$ cat config.mk
export PLATFORM = sky130hd
export DESIGN_NAME = dsp58_column_sequencer
export DESIGN_NICKNAME = d
export VERILOG_FILES = /design/src/rtl/dsp58_column_sequencer.sv
export SDC_FILE = /design/constraint.sdc
export NUM_CORES = 1
export LEC_CHECK = 0
export ABC_AREA = 1
export BUFFER_PORTS_ARGS = -buffer_cell sky130_fd_sc_hd__buf_2
export CAP_MARGIN = 5
export CORE_UTILIZATION = 46
export DETAILED_ROUTE_END_ITERATION = 7
export HOLD_SLACK_MARGIN = 0.12
export PLACE_DENSITY = 0.8
export SLEW_MARGIN = 30
export SYNTH_ARGS = -nofsm -noshare
export SYNTH_HDL_FRONTEND = slang
export SYNTH_SLANG_ARGS = --single-unit
$ cat constraint.sdc
create_clock -name clk -period 1.7 [get_ports clk]
set_clock_uncertainty 0.05 [all_clocks]
set_input_delay 0.255 -clock clk [delete_from_list [all_inputs] [get_ports clk]]
set_output_delay 0.255 -clock clk [all_outputs]
set_load 0.02 [all_outputs]
$ cat src/rtl/dsp58_column_sequencer.sv
// dsp58_column_sequencer
// Sequences one vertical column of NUM_DSP cascaded DSP58 tiles: loads one B
// weight per tile, streams A rows with a one-cycle-per-stage systolic skew,
// drives per-tile OPMODE and flags the bottom-of-column cascade sum.
module dsp58_column_sequencer #(
   parameter int NUM_DSP  = 4,
   parameter int PIPE_LAT = 4,
   parameter int ROW_W    = 16
) (
   input  logic                   clk,
   input  logic                   rst,
   input  logic                   cfg_start,
   input  logic [ROW_W-1:0]       cfg_num_rows,
   input  logic                   b_in_valid,
   output logic                   b_in_ready,
   output logic [NUM_DSP-1:0]     b_wen,
   input  logic                   a_in_valid,
   output logic                   a_in_ready,
   output logic [NUM_DSP-1:0]     a_issue,
   output logic [9*NUM_DSP-1:0]   opmode,
   output logic                   y_valid,
   output logic                   busy,
   output logic                   done
);

   localparam int BW = (NUM_DSP > 1) ? $clog2(NUM_DSP) : 1;

   typedef enum logic [1:0] {
      IDLE,
      LOAD_B,
      STREAM,
      DRAIN
   } state_t;

   state_t               state;
   state_t               state_nxt;
   logic [ROW_W-1:0]     rows_left;
   logic [BW-1:0]        b_idx;
   logic [NUM_DSP-1:1]   sv_q;
   logic [NUM_DSP-1:0]   sv;
   logic [PIPE_LAT-1:0]  lat_q;
   logic                 b_hs;
   logic                 a_hs;
   logic                 pipe_empty;

   // sv[0] is the live issue event; higher stages are its registered delays
   assign sv         = {sv_q, a_hs};
   assign a_issue    = sv;
   assign y_valid    = lat_q[PIPE_LAT-1];
   assign pipe_empty = (sv_q == '0) && (lat_q == '0);

   // FSM state register
   always_ff @(posedge clk) begin
      if (rst) state <= IDLE;
      else     state <= state_nxt;
   end

   // Next-state logic and handshake/strobe outputs
   always_comb begin
      state_nxt  = state;
      b_in_ready = 1'b0;
      a_in_ready = 1'b0;
      b_wen      = '0;
      busy       = 1'b0;
      done       = 1'b0;
      b_hs       = 1'b0;
      a_hs       = 1'b0;
      case (state)
         IDLE: begin
            if (cfg_start) state_nxt = LOAD_B;
         end
         LOAD_B: begin
            busy       = 1'b1;
            b_in_ready = 1'b1;
            b_hs       = b_in_valid;
            if (b_hs) begin
               b_wen = {{(NUM_DSP-1){1'b0}}, 1'b1} << b_idx;
               if (b_idx == BW'(NUM_DSP-1))
                  state_nxt = (rows_left == '0) ? DRAIN : STREAM;
            end
         end
         STREAM: begin
            busy       = 1'b1;
            a_in_ready = (rows_left != '0);
            a_hs       = a_in_valid && a_in_ready;
            if (a_hs && (rows_left == ROW_W'(1))) state_nxt = DRAIN;
         end
         DRAIN: begin
            busy = 1'b1;
            if (pipe_empty) begin
               done      = 1'b1;
               state_nxt = IDLE;
            end
         end
         default: state_nxt = IDLE;
      endcase
   end

   // Job counters, skew shift register and output latency pipe
   always_ff @(posedge clk) begin
      if (rst) begin
         rows_left <= '0;
         b_idx     <= '0;
         sv_q      <= '0;
         lat_q     <= '0;
      end else begin
         if ((state == IDLE) && cfg_start) begin
            rows_left <= cfg_num_rows;
            b_idx     <= '0;
         end
         if (b_hs) b_idx <= b_idx + BW'(1);
         if (a_hs) rows_left <= rows_left - ROW_W'(1);
         for (int unsigned i = 1; i < NUM_DSP; i++) sv_q[i] <= sv[i-1];
         lat_q[0] <= sv[NUM_DSP-1];
         for (int unsigned k = 1; k < PIPE_LAT; k++) lat_q[k] <= lat_q[k-1];
      end
   end

   // Per-tile OPMODE: bottom tile multiplies only, upper tiles add PCIN
   always_comb begin
      opmode = '0;
      for (int unsigned i = 0; i < NUM_DSP; i++) begin
         if (sv[i]) opmode[9*i +: 9] = (i == 0) ? 9'h005 : 9'h015;
      end
   end

endmodule

==> out/metrics.cfg, run 1 <==
[detailed_routing]
dr.pass1.iters = 7
ant_nets = 0
drt-initial-drc-count = 111
route.detailed.drc = 18
via_per_inst = 4.75
avgRoutedWirePerCell_um = 11.8
wirelength_um = 5050
vias = 2025

[timing]
hold_viol_final = 0
min_period_over_period = 1.00
finalWorstSetupSlack_ns = -0.00202
holdWs_ns = 0.253
layout_min_cycle_time_ns = 1.70
max_freq_mhz = 588
final-setup-viol-count = 1
slew_violations = 0
fin_tns_setup_ns = -0.00202
rsz0062_at_grt = true

[logic_synthesis]
synth_top_area_cell = dfxtp_1
synth_top_area_share = 0.250
ys_types = 31
yosysSeqAreaShare = 0.250
ys.warnings.count = 0
ys_ff_latch = 27
synthTopCellsByArea = dfxtp_1 25%, nand2_1 15%, buf_4 13%
syn_inst = 315
synthFlopType = dfxtp_1
synth_async_sr_flop_share = 0
syn_avg_cell_area_um2 = 6.86
syn-cell-area_um2 = 2160
synth_edf_count = 0

[finish]
design_area_um2 = 2650
antennaDiodeCount = 0
syn_to_final_growth_pct = 22.7
final_util = 0.596
final_nets = 407
final_common_cell = nand2_1
drive_above_1_share = 0.390
final_cell_mix = 85 x nand2_1, 40 x buf_2, 32 x nor2_1
final_cell_count_no_fill = 426

[place]
dp.cells = 408
post_dp_cell_area_um2 = 2330
dp_hpwl_um = 3370
portBuffers = 44
pre_cts_ws_ns = 0.00558
gp_congestion = 0.902

[worst_hold_path]
hold_class = in2reg

[global_routing]
antenna_found_initial = 0
grt_max_degree = 20
overflow = 0
grt.total_usage = 0.207
grt_pass1_vias = 1849
grt_pass1_wl_um = 8110

[die]
io_pins = 70
die_w_um = 70.5
die_height_um = 70.5
core-area_um2 = 4440
rows = 24
start_util = 0.486
die-area_um2 = 4970

[worst_setup_path]
worst_ep_arrival_time_ns = 1.40
worst-path-max-fanout = 2
start_kind = flip-flop
critPathRequiredTime_ns = 1.39
cp-end-kind = primary output
worstSetupPathType = reg2out

[clock_network]
cts_num_sinks = 27
cts_tree = built
holdBufCountCts = 0
clock_latency_ns = 0.28
cts_root_buffer = clkbuf_8
htreeDepth = 1
cts_buffers = 3
path_clk_slew_ns = 0.10
clock_path_buffers = 2

[status]
violations = DRC, setup timing
outcome = complete, but fails checks

[pwr]
total_power_mw = 4.24
leakagePower_nw = 1.39
powerDensity_nw_per_um2 = 1600
ir_worst_vdd_v = 0.000941

[run]
timing.max_cap.violations = 0

==> final cells by class <==
cell class / count / area [um2]
clock inverter: 1 / 7.51
inverter: 34 / 139
multi-input combinational: 233 / 1310
sequential: 27 / 568
tap: 52 / 65.1
fill: 401 / 1800
clock buffer: 3 / 41.3
timing repair buffer: 76 / 514
==> Yosys cell counts (2+ instances only) <==
| cell | count |
|---|---|
| a21oi_1 | 5 |
| a21oi_2 | 13 |
| buf_1 | 2 |
| buf_4 | 37 |
| buf_6 | 2 |
| clkbuf_1 | 2 |
| dfxtp_1 | 27 |
| ha_1 | 11 |
| inv_1 | 32 |
| nand2_1 | 88 |
| nand2_2 | 4 |
| nand3_1 | 13 |
| nand3b_1 | 3 |
| nand4_1 | 2 |
| nor2_1 | 37 |
| nor2_2 | 2 |
| nor2_4 | 3 |
| nor3_1 | 2 |
| o21ai_0 | 3 |
| o21ai_2 | 9 |
| xor2_1 | 8 |
==> sequential cells by signal, indices dropped and copies added, names as in the netlist <==
signal	count
rows_left	16
state	2
b_idx	2
sv_q	3
lat_q	4
==> critical path: stages (launching register included) <==
cell     delay, ns
dfxtp_2       0.33
inv_2         0.07
ha_4          0.15
nand2_4       0.05
nor2_4        0.13
nand2_4       0.08
buf_6         0.12
inv_4         0.04
nor2_2        0.03
buf_6         0.12
==> where the power goes <==
part           switching [mW]  internal (mW)  total (mW)
logic                    1.66           1.21        2.88
registers               0.173          0.804       0.977
clock network           0.219          0.167       0.386
==> worst paths after layout <==
path / start / endpoint / slack, ns / cells past startpoint
worst max-delay path: rows_left[0] / a_in_ready / -0.002 / 9
worst min-delay path: b_in_valid / b_idx[1] / 0.25 / 3
worst max register to register: rows_left[1] / rows_left[1] / 0.08 / 12
worst min register to register: lat_q[2] / lat_q[3] / 0.39 / 2
==> routing by layer <==
layer | vias to the layer above | part of all wire | GRT usage
met5 | - | 0 | 0
met4 | 0 | 0.020 | 0.0612
met3 | 15 | 0.061 | 0.0476
met2 | 77 | 0.52 | 0.382
met1 | 909 | 0.40 | 0.235
li1 | 1024 | - | -
==> cell families (layout without fill, tap and decap cells) <==
| group | Yosys count | count (layout) | share of synthesized area |
|---|---|---|---|
| AND/OR/NAND/NOR | 157 | 157 | 0.314 |
| flip-flops | 27 | 27 | 0.250 |
| buffers and inverters | 79 | 114 | 0.222 |
| AO/OA/AOI/OAI | 31 | 31 | 0.111 |
| other | 1 | 25 | 0.00174 |
| adder cells (fa/ha/maj) | 11 | 11 | 0.0637 |
| XOR/XNOR | 9 | 9 | 0.0365 |
==> timing repair <==
action                     CTS  global route
setup endpoints to repair   19            24
pin swaps                   10             3
gates resized for setup     34            21
setup buffers               11             3
Note: power is estimated with default switching activity, not from simulation.
==> inputs of run 2 (changes only) <==
--- a/config.mk
+++ b/config.mk
@@ -8,10 +8,10 @@
 export ABC_AREA = 1
 export BUFFER_PORTS_ARGS = -buffer_cell sky130_fd_sc_hd__buf_2
 export CAP_MARGIN = 5
-export CORE_UTILIZATION = 46
+export CORE_UTILIZATION = 45
 export DETAILED_ROUTE_END_ITERATION = 7
 export HOLD_SLACK_MARGIN = 0.12
-export PLACE_DENSITY = 0.8
+export PLACE_DENSITY = 0.79
 export SLEW_MARGIN = 30
 export SYNTH_ARGS = -nofsm -noshare
 export SYNTH_HDL_FRONTEND = slang
==> constraint.sdc (replaced) <==
create_clock -name clk -period 1.7 [get_ports clk]
set_clock_uncertainty 0.05 [all_clocks]
set_input_delay 0.255 -clock clk [delete_from_list [all_inputs] [get_ports clk]]
set_output_delay 0.255 -clock clk [all_outputs]
set_load 0.05 [all_outputs]
==> run 2 against run 1 <==
Against the previous run: final cell count is 0.23% lower; power is 0.73% higher; first-iteration DRC count is 44% lower; critical path depth is 1 lower; critical endpoint is now opmode[0]; the run still ends with DRC, setup timing left.
==> out/metrics.cfg, run 2 (synthesis results as in run 1) <==
[clock_network]
clock_path_buffers = 2
cts_root_buffer = clkbuf_8
path_clk_slew_ns = 0.10
clock_latency_ns = 0.28
cts_tree = built
htreeDepth = 1
cts_num_sinks = 27
cts_buffers = 3
holdBufCountCts = 0

[worst_setup_path]
start_kind = flip-flop
cp-end-kind = primary output
worst-path-max-fanout = 4
critPathRequiredTime_ns = 1.39
worstSetupPathType = reg2out
worst_ep_arrival_time_ns = 1.40
rr_worst_depth = 12

[pwr]
clock_power_share = 0.092
p_sw_mw = 2.19
p_sw_frac = 0.513
power_frac_seq = 0.219
internal_power_mw = 2.08
powerDensity_nw_per_um2 = 1620
ir_worst_vdd_v = 0.000799
p_comb_frac = 0.689
total_power_mw = 4.27
leakagePower_nw = 1.37

[detailed_routing]
avgRoutedWirePerCell_um = 10.7
route.detailed.drc = 5
via_per_inst = 4.56
vias = 1940
dr.pass1.iters = 7
drt-initial-drc-count = 62
ant_nets = 0
wirelength_um = 4540

[timing]
final-setup-viol-count = 3
holdWs_ns = 0.230
finalWorstSetupSlack_ns = -0.00881
hold_viol_final = 0
rsz0062_at_grt = true
slew_violations = 0
max_freq_mhz = 585
min_period_over_period = 1.01
layout_min_cycle_time_ns = 1.71

[global_routing]
grt_pass1_vias = 1706
antenna_found_initial = 0
grt.total_usage = 0.181
grt_pass1_wl_um = 7400
grt_max_degree = 17
overflow = 0

[die]
die_w_um = 71.3
die-area_um2 = 5080
start_util = 0.483
core-area_um2 = 4470
io_pins = 70
die_height_um = 71.3
rows = 24

[finish]
final_cell_mix = 87 x nand2_1, 35 x buf_2, 32 x buf_4
final_common_cell = nand2_1
largest-register = rows_left
fill_cells = 443
drive_above_1_share = 0.375
top_regs = rows_left: 16 flops, lat_q: 4 flops, sv_q: 3 flops
regArea_um2 = 551
largest_reg_flops = 16
final_nets = 406
syn_to_final_growth_pct = 21.8
multiInputGateArea_um2 = 1320
antennaDiodeCount = 0

[place]
portBuffers = 44
dp_hpwl_um = 3470
gp_congestion = 0.897

[status]
outcome = complete, but fails checks
violations = DRC, setup timing

[run]
timing.max_cap.violations = 0

[worst_hold_path]
hold_depth = 3
hold_class = in2reg

==> run 2: path summary, 6_finish.rpt <==
kind | start | endpoint | slack, ns
min reg2reg | lat_q[1] | lat_q[2] | 0.39
min | b_in_valid | b_idx[1] | 0.23
max | rows_left[1] | opmode[0] | -0.009
max reg2reg | rows_left[1] | state[0] | 0.07
==> run 2: routing by layer <==
| layer | routed length [um] | GRT usage |
|---|---|---|
| met1 | 2070 | 0.217 |
| met2 | 2300 | 0.342 |
| met3 | 157 | 0.0338 |
| met4 | 14 | 0.0222 |
| met5 | 0 | 0 |
==> run 2: power groups by stage <==
| stage | combinational (mW) | clock [mW] | sequential [mW] |
|---|---|---|---|
| after floorplan | 2.12 | 0 | 0.929 |
| after global placement | 2.62 | 0 | 0.904 |
| after detailed placement | 2.66 | 0 | 0.909 |
| after CTS | 2.81 | 0.395 | 0.916 |
| after global routing | 3.24 | 0.421 | 0.958 |
| final | 2.94 | 0.394 | 0.935 |
==> run 2: layout make-up <==
| type | count | area share |
|---|---|---|
| clock buffer | 3 | 0.0157 |
| clock inverter | 1 | 0.00285 |
| inverter | 34 | 0.0514 |
| multi-input combinational | 233 | 0.501 |
| sequential | 27 | 0.209 |
| tap | 52 | 0.0247 |
| timing repair buffer | 75 | 0.195 |
==> run 2: repair_timing <==
item,in CTS,in global routing
pin swaps,1,5
gates resized for setup,31,16
setup endpoints to repair,8,25
setup buffers,3,4
gates cloned,0,0
==> run 2: through the flow <==
| step | setup WS, ns | util | TNS (ns) | cells | cell area [um2] |
|---|---|---|---|---|---|
| after floorplan | -0.152 | - | -0.152 | 339 | 2290 |
| after global placement | 0.102 | 0.535 | 0 | 414 | 2390 |
| after detailed placement | 0.0207 | 0.535 | 0 | 414 | 2390 |
| after CTS | 0.00599 | 0.572 | 0 | 421 | 2560 |
| after global routing | -0.0649 | 0.588 | -0.230 | 425 | 2630 |
| final | -0.00881 | 0.588 | -0.0246 | 425 | 2630 |
==> run 2: critical path: stages, from the launching register on <==
cell     delay (ns)
dfxtp_2        0.35
inv_2          0.05
ha_4           0.16
nand2_4        0.08
nor2_4         0.04
nand2_2        0.10
nand3_4        0.10
inv_6          0.10
buf_8          0.14
==> inputs of run 3 (changes only) <==
--- a/config.mk
+++ b/config.mk
@@ -12,6 +12,7 @@
 export DETAILED_ROUTE_END_ITERATION = 7
 export HOLD_SLACK_MARGIN = 0.12
 export PLACE_DENSITY = 0.79
+export SKIP_CTS_REPAIR_TIMING = 1
 export SLEW_MARGIN = 30
 export SYNTH_ARGS = -nofsm -noshare
 export SYNTH_HDL_FRONTEND = slang
==> run 3 against run 2 <==
Against the previous run: the flow still finishes with violations (DRC, setup timing); hold slack got worse by 0.0087 ns; fmax decreased by 0.68%; die area unchanged; flip-flop and latch count unchanged; first-iteration DRC count increased by 37%; global-route usage decreased by 0.93 points; core utilization decreased by 0.98 points; sequential share of layout area increased by 0.31 points; non-clock buffer count decreased by 2; worst setup slack got worse by 0.012 ns; critical path type unchanged; largest power group unchanged.
==> out/metrics.cfg, run 3 (synthesis results as in run 1) <==
[timing]
min_period_over_period = 1.01
fin_tns_setup_ns = -0.0598
rsz0062_at_grt = true
layout_min_cycle_time_ns = 1.72
slew_violations = 0
hold_viol_final = 0
max_freq_mhz = 581
finalWorstSetupSlack_ns = -0.0206
final-setup-viol-count = 3

[status]
violations = DRC, setup timing
outcome = complete, but fails checks

[die]
io_pins = 70
core-area_um2 = 4470
die_w_um = 71.3
start_util = 0.483
die_height_um = 71.3
die-area_um2 = 5080
rows = 24

[global_routing]
grt_max_degree = 17
grt.total_usage = 0.171
grt_pass1_wl_um = 7000
overflow = 0
grt_pass1_vias = 1644
antenna_found_initial = 0

[detailed_routing]
dr.pass1.iters = 6
route.detailed.drc = 5
wirelength_um = 4490
ant_nets = 0
avgRoutedWirePerCell_um = 10.6
vias = 1925
via_per_inst = 4.55
drt-initial-drc-count = 85

[place]
gp_congestion = 0.897
dp.cells = 414
dp_hpwl_um = 3470
portBuffers = 44

[pwr]
leakagePower_nw = 1.35
ir_worst_vdd_v = 0.000766
powerDensity_nw_per_um2 = 1620

[finish]
largest_reg_flops = 16
drive_above_1_share = 0.372
antennaDiodeCount = 0
final_nets = 404
final_cell_mix = 87 x nand2_1, 36 x buf_2, 31 x buf_4
top_regs = rows_left: 16 flops, lat_q: 4 flops, sv_q: 3 flops
syn_to_final_growth_pct = 19.8
fill_cells = 445
regArea_um2 = 549
final_common_cell = nand2_1
largest-register = rows_left
multiInputGateArea_um2 = 1300
final_cell_count_no_fill = 423

[worst_setup_path]
path_buf_inv = 3
worstSetupPathType = reg2out
critPathRequiredTime_ns = 1.39
cp_top_family = flip-flops
worst_ep_arrival_time_ns = 1.42
cp-end-kind = primary output
crit_chain = inv_2 -> ha_4 -> nand2_4 -> nor2_4 -> nand2_2 -> nand3_4 -> inv_6 -> buf_8
slowest_delay_ns = 0.35
slowest_stage = dfxtp_2
r2r_start = rows_left[1]
rr_worst_depth = 11
start_kind = flip-flop
worst-path-max-fanout = 4
rrSetupSlack_ns = 0.08
timing.rr.end = rows_left[7]

[worst_hold_path]
hold_class = in2reg
hold_end = b_idx[1]
hold_depth = 3
hp-start = b_in_valid

[clock_network]
cts_root_buffer = clkbuf_8
clock_latency_ns = 0.28
clock_path_buffers = 2
cts_tree = built
cts_num_sinks = 27
htreeDepth = 1
cts_buffers = 3
path_clk_slew_ns = 0.10

[run]
timing.max_cap.violations = 0

==> run 3: worst max-delay path by stage <==
stage,startpoint,end,slack [ns],depth (start not counted)
2_1_floorplan,state[1],b_wen[0],-0.15,4
3_3_place_gp,rows_left[0],opmode[2],0.10,8
3_5_place_dp,rows_left[0],rows_left[7],0.02,10
4_1_cts,rows_left[0],opmode[0],-0.28,8
5_1_grt,rows_left[1],a_issue[0],-0.08,8
6_report,rows_left[1],opmode[0],-0.02,8
==> run 3: area by class of cell <==
class | instances | area share
clock buffer | 3 | 0.0160
multi-input combinational | 233 | 0.503
inverter | 34 | 0.0522
tap | 52 | 0.0251
sequential | 27 | 0.212
clock inverter | 1 | 0.00290
timing repair buffer | 73 | 0.189
==> run 3: through the flow <==
step,worst slack [ns],total power [mW],utilization,area [um2],hold WS (ns)
final,-0.0206,4.20,0.578,2590,0.222
after global routing,-0.0772,4.54,0.578,2590,0.218
after detailed placement,0.0207,3.57,0.535,2390,0.378
after global placement,0.102,3.53,0.535,2390,0.370
after CTS,-0.281,3.97,0.546,2440,0.215
after floorplan,-0.152,3.05,-,2290,0.353
==> run 3: worst min-delay path: cells and delay by family <==
family / cells / cell delay [ns]
buffers and inverters: 1 / 0.12
AOI/OAI and AO/OA: 1 / 0.06
and+or+nand+nor: 1 / 0.08
==> run 3: per-layer routing <==
layer,share of wire,global-route usage
met1,0.46,0.207
met2,0.50,0.321
met3,0.035,0.0338
met4,0.0027,0.0222
met5,0,0
==> run 3: where the power goes <==
group | switching [mW] | internal (mW)
Combinational | 1.79 | 1.09
Clock | 0.226 | 0.167
Sequential | 0.143 | 0.786
